<file path="config.mk">
export PLATFORM = sky130hd
export DESIGN_NAME = quad_decoder
export DESIGN_NICKNAME = d
export VERILOG_FILES = /design/src/rtl/quad_decoder.sv
export SDC_FILE = /design/constraint.sdc
export NUM_CORES = 1
export LEC_CHECK = 0
export BUFFER_PORTS_ARGS = -buffer_cell sky130_fd_sc_hd__buf_4
export CORE_MARGIN = 2
export CORE_UTILIZATION = 58
export CTS_CLUSTER_DIAMETER = 80
export CTS_CLUSTER_SIZE = 12
export DETAILED_ROUTE_END_ITERATION = 16
export PLACE_DENSITY_LB_ADDON = 0.1
export SLEW_MARGIN = 5
export SYNTH_ARGS = -nofsm -noshare
export SYNTH_HDL_FRONTEND = slang
export SYNTH_SLANG_ARGS = --single-unit
</file>
<file path="constraint.sdc">
create_clock -name clk -period 3.8 [get_ports clk]
set_input_delay 0.19 -clock clk [delete_from_list [all_inputs] [get_ports clk]]
set_output_delay 0.19 -clock clk [all_outputs]
set_load 0.05 [all_outputs]
</file>
<file path="src/rtl/quad_decoder.sv">
// Quadrature A/B encoder decoder: pin sync + deglitch, Gray phase tracking,
// signed x1/x2/x4 position count. Optional index pin under QDEC_INDEX_EN.
module quad_decoder #(
    parameter int CNT_W    = 16,
    parameter int FILT_LEN = 4,
    parameter int SATURATE = 0
) (
    input  logic                    clk,
    input  logic                    rst_n,
    input  logic                    a_in,
    input  logic                    b_in,
`ifdef QDEC_INDEX_EN
    input  logic                    idx_in,
    output logic                    idx_hit,
`endif
    input  logic                    en,
    input  logic                    clr,
    input  logic [1:0]              mode,
    output logic signed [CNT_W-1:0] count,
    output logic                    dir,
    output logic                    step,
    output logic                    err
);

`ifdef QDEC_INDEX_EN
    localparam int NP = 3;
`else
    localparam int NP = 2;
`endif

    localparam int RW = (FILT_LEN < 2) ? 1 : $clog2(FILT_LEN + 1);
    localparam logic [RW-1:0] RUN_LAST = RW'(FILT_LEN - 1);

    localparam int IW = $clog2(FILT_LEN + 3);
    localparam logic [IW-1:0] INIT_LAST = IW'(FILT_LEN + 2);

    localparam logic signed [CNT_W-1:0] MAXV = {1'b0, {(CNT_W-1){1'b1}}};
    localparam logic signed [CNT_W-1:0] MINV = {1'b1, {(CNT_W-1){1'b0}}};

    typedef enum logic {
        S_INIT,
        S_RUN
    } state_t;

    // Pin bundle: bit 1 = A, bit 0 = B, bit 2 = index when present
    logic [NP-1:0] pins;
    logic [NP-1:0] sync1;
    logic [NP-1:0] sync2;
    logic [NP-1:0] filt;
    logic [RW-1:0] run [NP];

`ifdef QDEC_INDEX_EN
    assign pins = {idx_in, a_in, b_in};
`else
    assign pins = {a_in, b_in};
`endif

    // Two-flop sync, then accept a new level only after FILT_LEN disagreeing cycles
    always_ff @(posedge clk or negedge rst_n) begin
        if (!rst_n) begin
            sync1 <= '0;
            sync2 <= '0;
            filt  <= '0;
            for (int i = 0; i < NP; i++) begin
                run[i] <= '0;
            end
        end else begin
            sync1 <= pins;
            sync2 <= sync1;
            for (int i = 0; i < NP; i++) begin
                if (sync2[i] == filt[i]) begin
                    run[i] <= '0;
                end else if (run[i] == RUN_LAST) begin
                    filt[i] <= sync2[i];
                    run[i]  <= '0;
                end else begin
                    run[i] <= run[i] + RW'(1);
                end
            end
        end
    end

    state_t                  state;
    logic [IW-1:0]           init_cnt;
    logic [1:0]              ab;
    logic [1:0]              ab_q;
    logic                    chg_a;
    logic                    chg_b;
    logic                    is_cw;
    logic                    is_ccw;
    logic                    is_bad;
    logic                    sel;
    logic                    hit;
    logic                    idx_rise;
    logic signed [CNT_W-1:0] next_count;

    assign ab = filt[1:0];

    // Classify the filtered phase change and decide if this mode counts it
    always_comb begin
        chg_a  = ab[1] ^ ab_q[1];
        chg_b  = ab[0] ^ ab_q[0];
        is_bad = chg_a & chg_b;
        is_cw  = 1'b0;
        case ({ab_q, ab})
            4'b0010,
            4'b1011,
            4'b1101,
            4'b0100: is_cw = 1'b1;
            default: is_cw = 1'b0;
        endcase
        is_ccw = (chg_a ^ chg_b) & ~is_cw;
        sel    = 1'b1;
        unique case (mode)
            2'b00:        sel = 1'b1;
            2'b01:        sel = chg_a;
            2'b10, 2'b11: sel = (ab == 2'b00);
            default:      sel = 1'b1;
        endcase
        hit = (is_cw | is_ccw) & sel;
    end

    // Next counter value, wrapping or clamping at the signed limits
    always_comb begin
        next_count = count;
        if (is_cw) begin
            if (!(SATURATE != 0 && count == MAXV)) begin
                next_count = count + CNT_W'(1);
            end
        end else begin
            if (!(SATURATE != 0 && count == MINV)) begin
                next_count = count - CNT_W'(1);
            end
        end
    end

`ifdef QDEC_INDEX_EN
    logic idx_q;

    // Filtered index rising edge, only meaningful at phase 00 while running
    always_comb begin
        idx_rise = filt[2] & ~idx_q & (ab == 2'b00) & (state == S_RUN);
    end

    // Index edge tracker and one-cycle hit pulse
    always_ff @(posedge clk or negedge rst_n) begin
        if (!rst_n) begin
            idx_q   <= 1'b0;
            idx_hit <= 1'b0;
        end else begin
            idx_q   <= filt[2];
            idx_hit <= idx_rise & ~clr;
        end
    end
`else
    always_comb begin
        idx_rise = 1'b0;
    end
`endif

    // Control FSM: settle the filters in INIT, then decode and count in RUN
    always_ff @(posedge clk or negedge rst_n) begin
        if (!rst_n) begin
            state    <= S_INIT;
            init_cnt <= '0;
            ab_q     <= 2'b00;
            count    <= '0;
            dir      <= 1'b0;
            step     <= 1'b0;
            err      <= 1'b0;
        end else begin
            step <= 1'b0;
            unique case (state)
                S_INIT: begin
                    if (init_cnt == INIT_LAST) begin
                        ab_q  <= ab;
                        state <= S_RUN;
                    end else begin
                        init_cnt <= init_cnt + IW'(1);
                    end
                    if (clr) begin
                        count <= '0;
                        err   <= 1'b0;
                    end
                end
                S_RUN: begin
                    ab_q <= ab;
                    if (is_bad) begin
                        err <= 1'b1;
                    end
                    if (clr) begin
                        count <= '0;
                        err   <= 1'b0;
                    end else if (idx_rise) begin
                        count <= '0;
                    end else if (hit && en) begin
                        step  <= 1'b1;
                        dir   <= is_cw;
                        count <= next_count;
                    end
                end
                default: begin
                    state <= S_INIT;
                end
            endcase
        end
    end

endmodule
</file>
==> results.toml, run 1 <==
[placement]
post-place-ws_ns = 0.693
dp_hpwl_um = 3130
gp_congestion = 0.841
portBuffers = 26

[setup_path]
r2r_end = "count[15]$_DFFE_PN0P_"
critPathArrivalTime_ns = 3.30
worst_r2r_startpoint = "ab[0]$_DFFE_PN0P_"
r2r_slack_ns = 0.69
worstPathCellList = "xor2_1 -> nor2_4 -> inv_1 -> ha_1 -> a211oi_1 -> o21ai_1 -> and3b_4 -> o31ai_2 -> mux2i_1 -> mux2_1"
path_class = "reg -> reg"
cp-start-kind = "register"
end_kind = "register"
critPathRequiredTime_ns = 3.99
r2r.worst_path.cells = 10
startpoint = "ab[0]$_DFFE_PN0P_"
cp_max_fo = 15
slowest_delay_ns = 0.49
cpMaxStageDelayCell = "dfrtp_1"

[floorplan]
start_util_pct = 60.9
io_pins = 27
die_h_um = 66.5
fp.coreArea_sq_um = 3720
rows = 22
fp.dieW_um = 66.5
dieArea_sq_um = 4420

[hold_path]
hold_path_end = "count[11]$_DFFE_PN0P_"
min-delay-start = "clr"
min_path_cells = 2
min_path_type = "in -> reg"

[clocking]
htreeDepth = 2
cts_sinks = 37
numCtsBuffers = 5
cts_root_buf = "clkbuf_8"
cts_tree = "yes"
clock_path_buffers = 2
clk_latency_ns = 0.30
clkSlewWorstSetupHoldPaths_ns = 0.08
cts_setup_buffers = 0

[timing]
setup_viol = 0
finClkSkew_ns = 0.00914
min_period_over_period_pct = 81.9
grt_setup_unrepaired = "no"
tns_ns = 0
fin_ws_ns = 0.686
slew_viol_final = 0
fmax_ghz = 0.321
min_period_ns = 3.11
hold_violations = 0
worst_pin_slew_ns = 0.858
slew_headroom_pct = 42.8

[synthesis]
async_flop_share_pct = 100
syn-num-nets = 253
netlist_top_cells_area = "dfrtp_1 (41%), ha_1 (11%), nand2_1 (4.6%)"
seq_area_frac_synth_pct = 40.9
synth_top_cell_by_area = "dfrtp_1"
synth_commonest_cells = "dfrtp_1 (37), nand2_1 (28), ha_1 (19)"
yosys_register_bits = 37
syn_avg_cell_area_sq_um = 10.1
synth_cell_types = 57
yosysMostFrequentCell = "dfrtp_1"
synth_ff_type = "dfrtp_1"
yosysTopAreaCellShare_pct = 40.9
yosysWarnings = 0
syn_inst = 225
synth_edf_count = 0
syn_area_sq_um = 2260

[route]
vias = 1771
drt_wl_total_um = 4360
routedWlPerCell_um = 14.3
drt-vias-per-instance = 5.83
drc = 0
drt_iter0_drc = 108
drt-pass1-iter-count = 4
antenna_left = 0

[cells_and_area]
diodes = 0
drive_gt1_share_pct = 19.1
area_growth_pct = 16.1
fin_nets = 283

[global_routing]
grt_max_degree = 38
use_met2_pct = 39.4
track_usage_pct = 23.0
antenna_found_initial = 0
grt_pass1_vias = 1727
grt_first_pass_wirelength_um = 7680
met1_usage_pct = 28.2
grt-ovfl-total = 0
globalRoute.busiestLayer = "met2"
grt_use_met3_pct = 5.41

[flow_run]
drv_cap = 0

[status]
run_status = "finished, final reports clean"
## kinds of logic (layout without fill, tap and decap cells)
group | after synthesis | after routing | synth area share [%]
DFF | 37 | 37 | 40.9
adders and majority gates | 20 | 20 | 11.4
buffers and inverters | 12 | 43 | 2.54
and+or+nand+nor | 77 | 77 | 17.7
xor gates and xnor gates | 14 | 14 | 5.42
muxes | 5 | 5 | 2.38
AOI/OAI and AO/OA | 60 | 60 | 19.7
## critical path: cells and delay by family (launching register included)
| kind | cells | cell delay, ns |
|---|---|---|
| and+or+nand+nor | 2 | 0.29 |
| DFF | 1 | 0.49 |
| AOI/OAI and AO/OA | 3 | 0.62 |
| xor gates and xnor gates | 1 | 0.27 |
| buffers and inverters | 1 | 0.39 |
| muxes | 2 | 0.55 |
| adders and majority gates | 1 | 0.41 |
## flip-flops by register name, summed over array words and instances, names as in the netlist
signal	cells
init_cnt	3
step	1
dir	1
sync1	2
run	6
err	1
ab_q	2
sync2	2
ab	2
state	1
count	16
## how the worst max path moves through the flow
stage,end,slack [ns],cells after the start
4_1_cts,count[15]$_DFFE_PN0P_,0.68,10
3_5_place_dp,count[15]$_DFFE_PN0P_,0.69,10
2_1_floorplan,count[15]$_DFFE_PN0P_,0.97,11
5_1_grt,count[15]$_DFFE_PN0P_,0.44,10
6_report,count[15]$_DFFE_PN0P_,0.69,10
3_3_place_gp,count[15]$_DFFE_PN0P_,0.76,10
## layout make-up
cell class / instances / area (sq um)
Clock buffer: 5 / 68.8
Clock inverter: 3 / 46.3
Fill cell: 299 / 1090
Inverter: 6 / 22.5
Multi-Input combinational cell: 176 / 1280
Sequential cell: 37 / 926
Tap cell: 48 / 60.1
Timing Repair Buffer: 29 / 225
## cells in the final DEF (no fill, tap or decap), types with 4 or more instances in the layout
master	instances
nor3_1	5
a21o_1	4
nor2_1	11
xor2_1	4
a21oi_1	18
clkbuf_8	5
o21ai_0	6
xnor2_1	10
nand2_1	28
ha_1	19
buf_4	26
o21a_1	4
dfrtp_1	37
nor2b_1	7
inv_1	6
## metal layers
layer	vias up	share of wire, %	wire length (um)
met5	-	0	0
met3	11	3.2	140
met2	32	49	2150
li1	880	-	-
met1	848	45	1980
met4	0	2.0	85
## through the flow
stage	util, %	cells	cell area [sq um]	hold slack [ns]
after detailed placement	66.8	293	2480	0.175
after global routing	70.7	304	2630	0.248
after global placement	66.8	293	2480	0.179
after floorplan	-	225	2260	-0.106
after CTS	70.7	304	2630	0.213
final	70.7	304	2630	0.224
## timing repair
item,CTS,global route
endpoints found under the hold margin,39,0
hold buffers,3,0
gates resized for setup,0,0
Power of run 1 is not shown: default switching activity piles up to over one toggle a cycle in this logic, so the estimate is an artifact.
==> run 2: changes to the inputs <==
--- a/config.mk
+++ b/config.mk
@@ -5,6 +5,7 @@
 export SDC_FILE = /design/constraint.sdc
 export NUM_CORES = 1
 export LEC_CHECK = 0
+export ABC_AREA = 1
 export BUFFER_PORTS_ARGS = -buffer_cell sky130_fd_sc_hd__buf_4
 export CORE_MARGIN = 2
 export CORE_UTILIZATION = 58
==> constraint.sdc (replaced) <==
create_clock -name clk -period 2.95 [get_ports clk]
set_input_delay 0.1475 -clock clk [delete_from_list [all_inputs] [get_ports clk]]
set_output_delay 0.1475 -clock clk [all_outputs]
set_load 0.05 [all_outputs]
==> run 2 against run 1 <==
Against the previous run:
- die area grew 5.8%
- critical endpoint is now count[13]$_DFFE_PN0P_
- worst setup slack lost 0.15 ns
- wire length grew 3.5%
- fmax grew 29%
==> results.toml, run 2 <==
[setup_path]
critPathArrivalTime_ns = 2.61
end_kind = "register"
cp_common_cell = "nand2_1"
r2r.worst_path.cells = 10
cp-start-kind = "register"
cpMaxStageDelayCell = "dfrtp_1"
path_class = "reg -> reg"
crit_buf_inv = 0
cp_max_fo = 18
cp_top_family = "simple AND/OR/NAND/NOR gates"
critPathRequiredTime_ns = 3.14
slowest_delay_ns = 0.46
worstPathCellList = "xnor2_1 -> nand2_2 -> ha_1 -> or2_2 -> nand3b_1 -> nand2_1 -> nand2_1 -> nand3_1 -> nand3_1 -> nand2_1"
cp_num_cells = 10

[route]
drt_iter0_drc = 115
drt-vias-per-instance = 4.96
drt_wl_total_um = 4510
highest_layer = "met4"
wl_met2_um = 2010
antenna_left = 0
vias = 1954
met1_length_um = 2230
routedWlPerCell_um = 11.4
drt-pass1-iter-count = 4
drc = 0
wl_met3_um = 189

[status]
run_status = "finished, final reports clean"

[placement]
post-place-ws_ns = 0.558
placed_cell_area_sq_um = 2610
dp_cells = 383
dp_hpwl_um = 3380
gp_congestion = 0.955
portBuffers = 26

[flow_run]
drv_cap = 0

[global_routing]
antenna_found_initial = 0
track_usage_pct = 23.3
grt_pass1_vias = 1814
grt_max_degree = 38
grt_first_pass_wirelength_um = 8000
grt-ovfl-total = 0

[synthesis]
synth_commonest_cells = "nand2_1 (103), inv_1 (48), dfrtp_1 (37)"
yosys_register_bits = 37
syn_inst = 312
seq_area_frac_synth_pct = 38.5
async_flop_share_pct = 100
netlist_top_cells_area = "dfrtp_1 (39%), nand2_1 (16%), ha_1 (9.9%)"
yosysMostFrequentCell = "nand2_1"
yosysTopAreaCellShare_pct = 38.5
syn-num-nets = 340
synth_cell_types = 28
yosysWarnings = 0
synth_ff_type = "dfrtp_1"
synth_top_cell_by_area = "dfrtp_1"
syn_area_sq_um = 2400
syn_avg_cell_area_sq_um = 7.70
synth_edf_count = 0

[timing]
tns_ns = 0
grt_setup_unrepaired = "no"
slew_headroom_pct = 69.7
finClkSkew_ns = 0.00888
slew_viol_final = 0
min_period_ns = 2.42
fmax_ghz = 0.414
worst_pin_slew_ns = 0.455
hold_violations = 0
setup_viol = 0
fin_ws_ns = 0.535
min_period_over_period_pct = 81.9

[clocking]
clkSlewWorstSetupHoldPaths_ns = 0.08
cts_tree = "yes"
clk_latency_ns = 0.30
cts_sinks = 37
clock_path_buffers = 2
htreeDepth = 2
cts_setup_buffers = 0
numCtsBuffers = 5
cts_root_buf = "clkbuf_8"
cts_resized = 0

[floorplan]
start_util_pct = 60.1
fp.coreArea_sq_um = 4000
die_h_um = 68.4
dieArea_sq_um = 4680
fp.dieW_um = 68.4
io_pins = 27
rows = 23

[cells_and_area]
fillers = 343
fin_nets = 371
fin_cells = 394
drive_gt1_share_pct = 16.0
regMostFlops = "count"
area_growth_pct = 13.7
largest_reg_flops = 16
diodes = 0
fin_area_sq_um = 2730
largestRegisters = "count (16), run (6), init_cnt (3)"
final_common_cell = "nand2_1"
mostFrequentLayoutCells = "nand2_1 (103), inv_1 (48), dfrtp_1 (37), buf_4 (26)"

[hold_path]
min_path_type = "in -> reg"
min_path_cells = 2
## run 2: cells by family after synthesis
kind of cell | Yosys count | synth area share (%)
mux | 4 | 1.87
xor+xnor | 14 | 5.41
flops | 37 | 38.5
buf+inv | 55 | 9.84
simple gates | 162 | 29.0
fa+ha+maj | 20 | 10.7
compound gates | 20 | 4.63
## run 2: worst register-to-register path, cell delays in order, from the launching register on
cell and delay, ns:
dfrtp_1 0.46, xnor2_1 0.26, nand2_2 0.30, ha_1 0.44
or2_2 0.32, nand3b_1 0.10, nand2_1 0.11, nand2_1 0.10
nand3_1 0.08, nand3_1 0.10, nand2_1 0.05
## run 2: area by class of cell
| class | instances | area, sq um | share of cell area [%] |
|---|---|---|---|
| clock buffer | 5 | 68.8 | 2.52 |
| timing repair buffer | 29 | 225 | 8.24 |
| tap | 50 | 62.6 | 2.29 |
| clock inverter | 3 | 21.3 | 0.778 |
| multi-input combinational | 220 | 1240 | 45.4 |
| sequential | 37 | 926 | 33.9 |
| inverter | 50 | 188 | 6.87 |
## run 2: what timing repair did
item / 4_1_cts / 5_1_grt
setup endpoints to repair: 0 / 0
hold buffers: 3 / 0
endpoints found under the hold margin: 39 / 0
## run 2: stage by stage
stage	hold slack [ns]	util [%]
2_1_floorplan	-0.148	-
3_3_place_gp	0.134	65.3
3_5_place_dp	0.136	65.3
4_1_cts	0.00143	68.3
5_1_grt	0.00317	68.3
6_report	0.00569	68.3
## run 2: worst paths after layout
check | startpoint | end | slack, ns
setup / recovery | ab[0]$_DFFE_PN0P_ | count[13]$_DFFE_PN0P_ | 0.53
hold / removal | clr | err$_DFFE_PN0P_ | 0.006
setup reg to reg | ab[0]$_DFFE_PN0P_ | count[13]$_DFFE_PN0P_ | 0.53
hold reg to reg | sync1[0]$_DFF_PN0_ | sync2[0]$_DFF_PN0_ | 0.35
max in group asynchronous | rst_n | count[15]$_DFFE_PN0P_ | 2.29
min in group asynchronous | rst_n | ab[1]$_DFFE_PN0P_ | 0.34
## run 2: per-layer routing
metal  vias up  track usage (%)
met5         -                0
met4         0             7.50
met3         5             4.93
met2        32             37.5
met1       887             31.2
li1       1030                -
Power of run 2 is left out for the same reason.
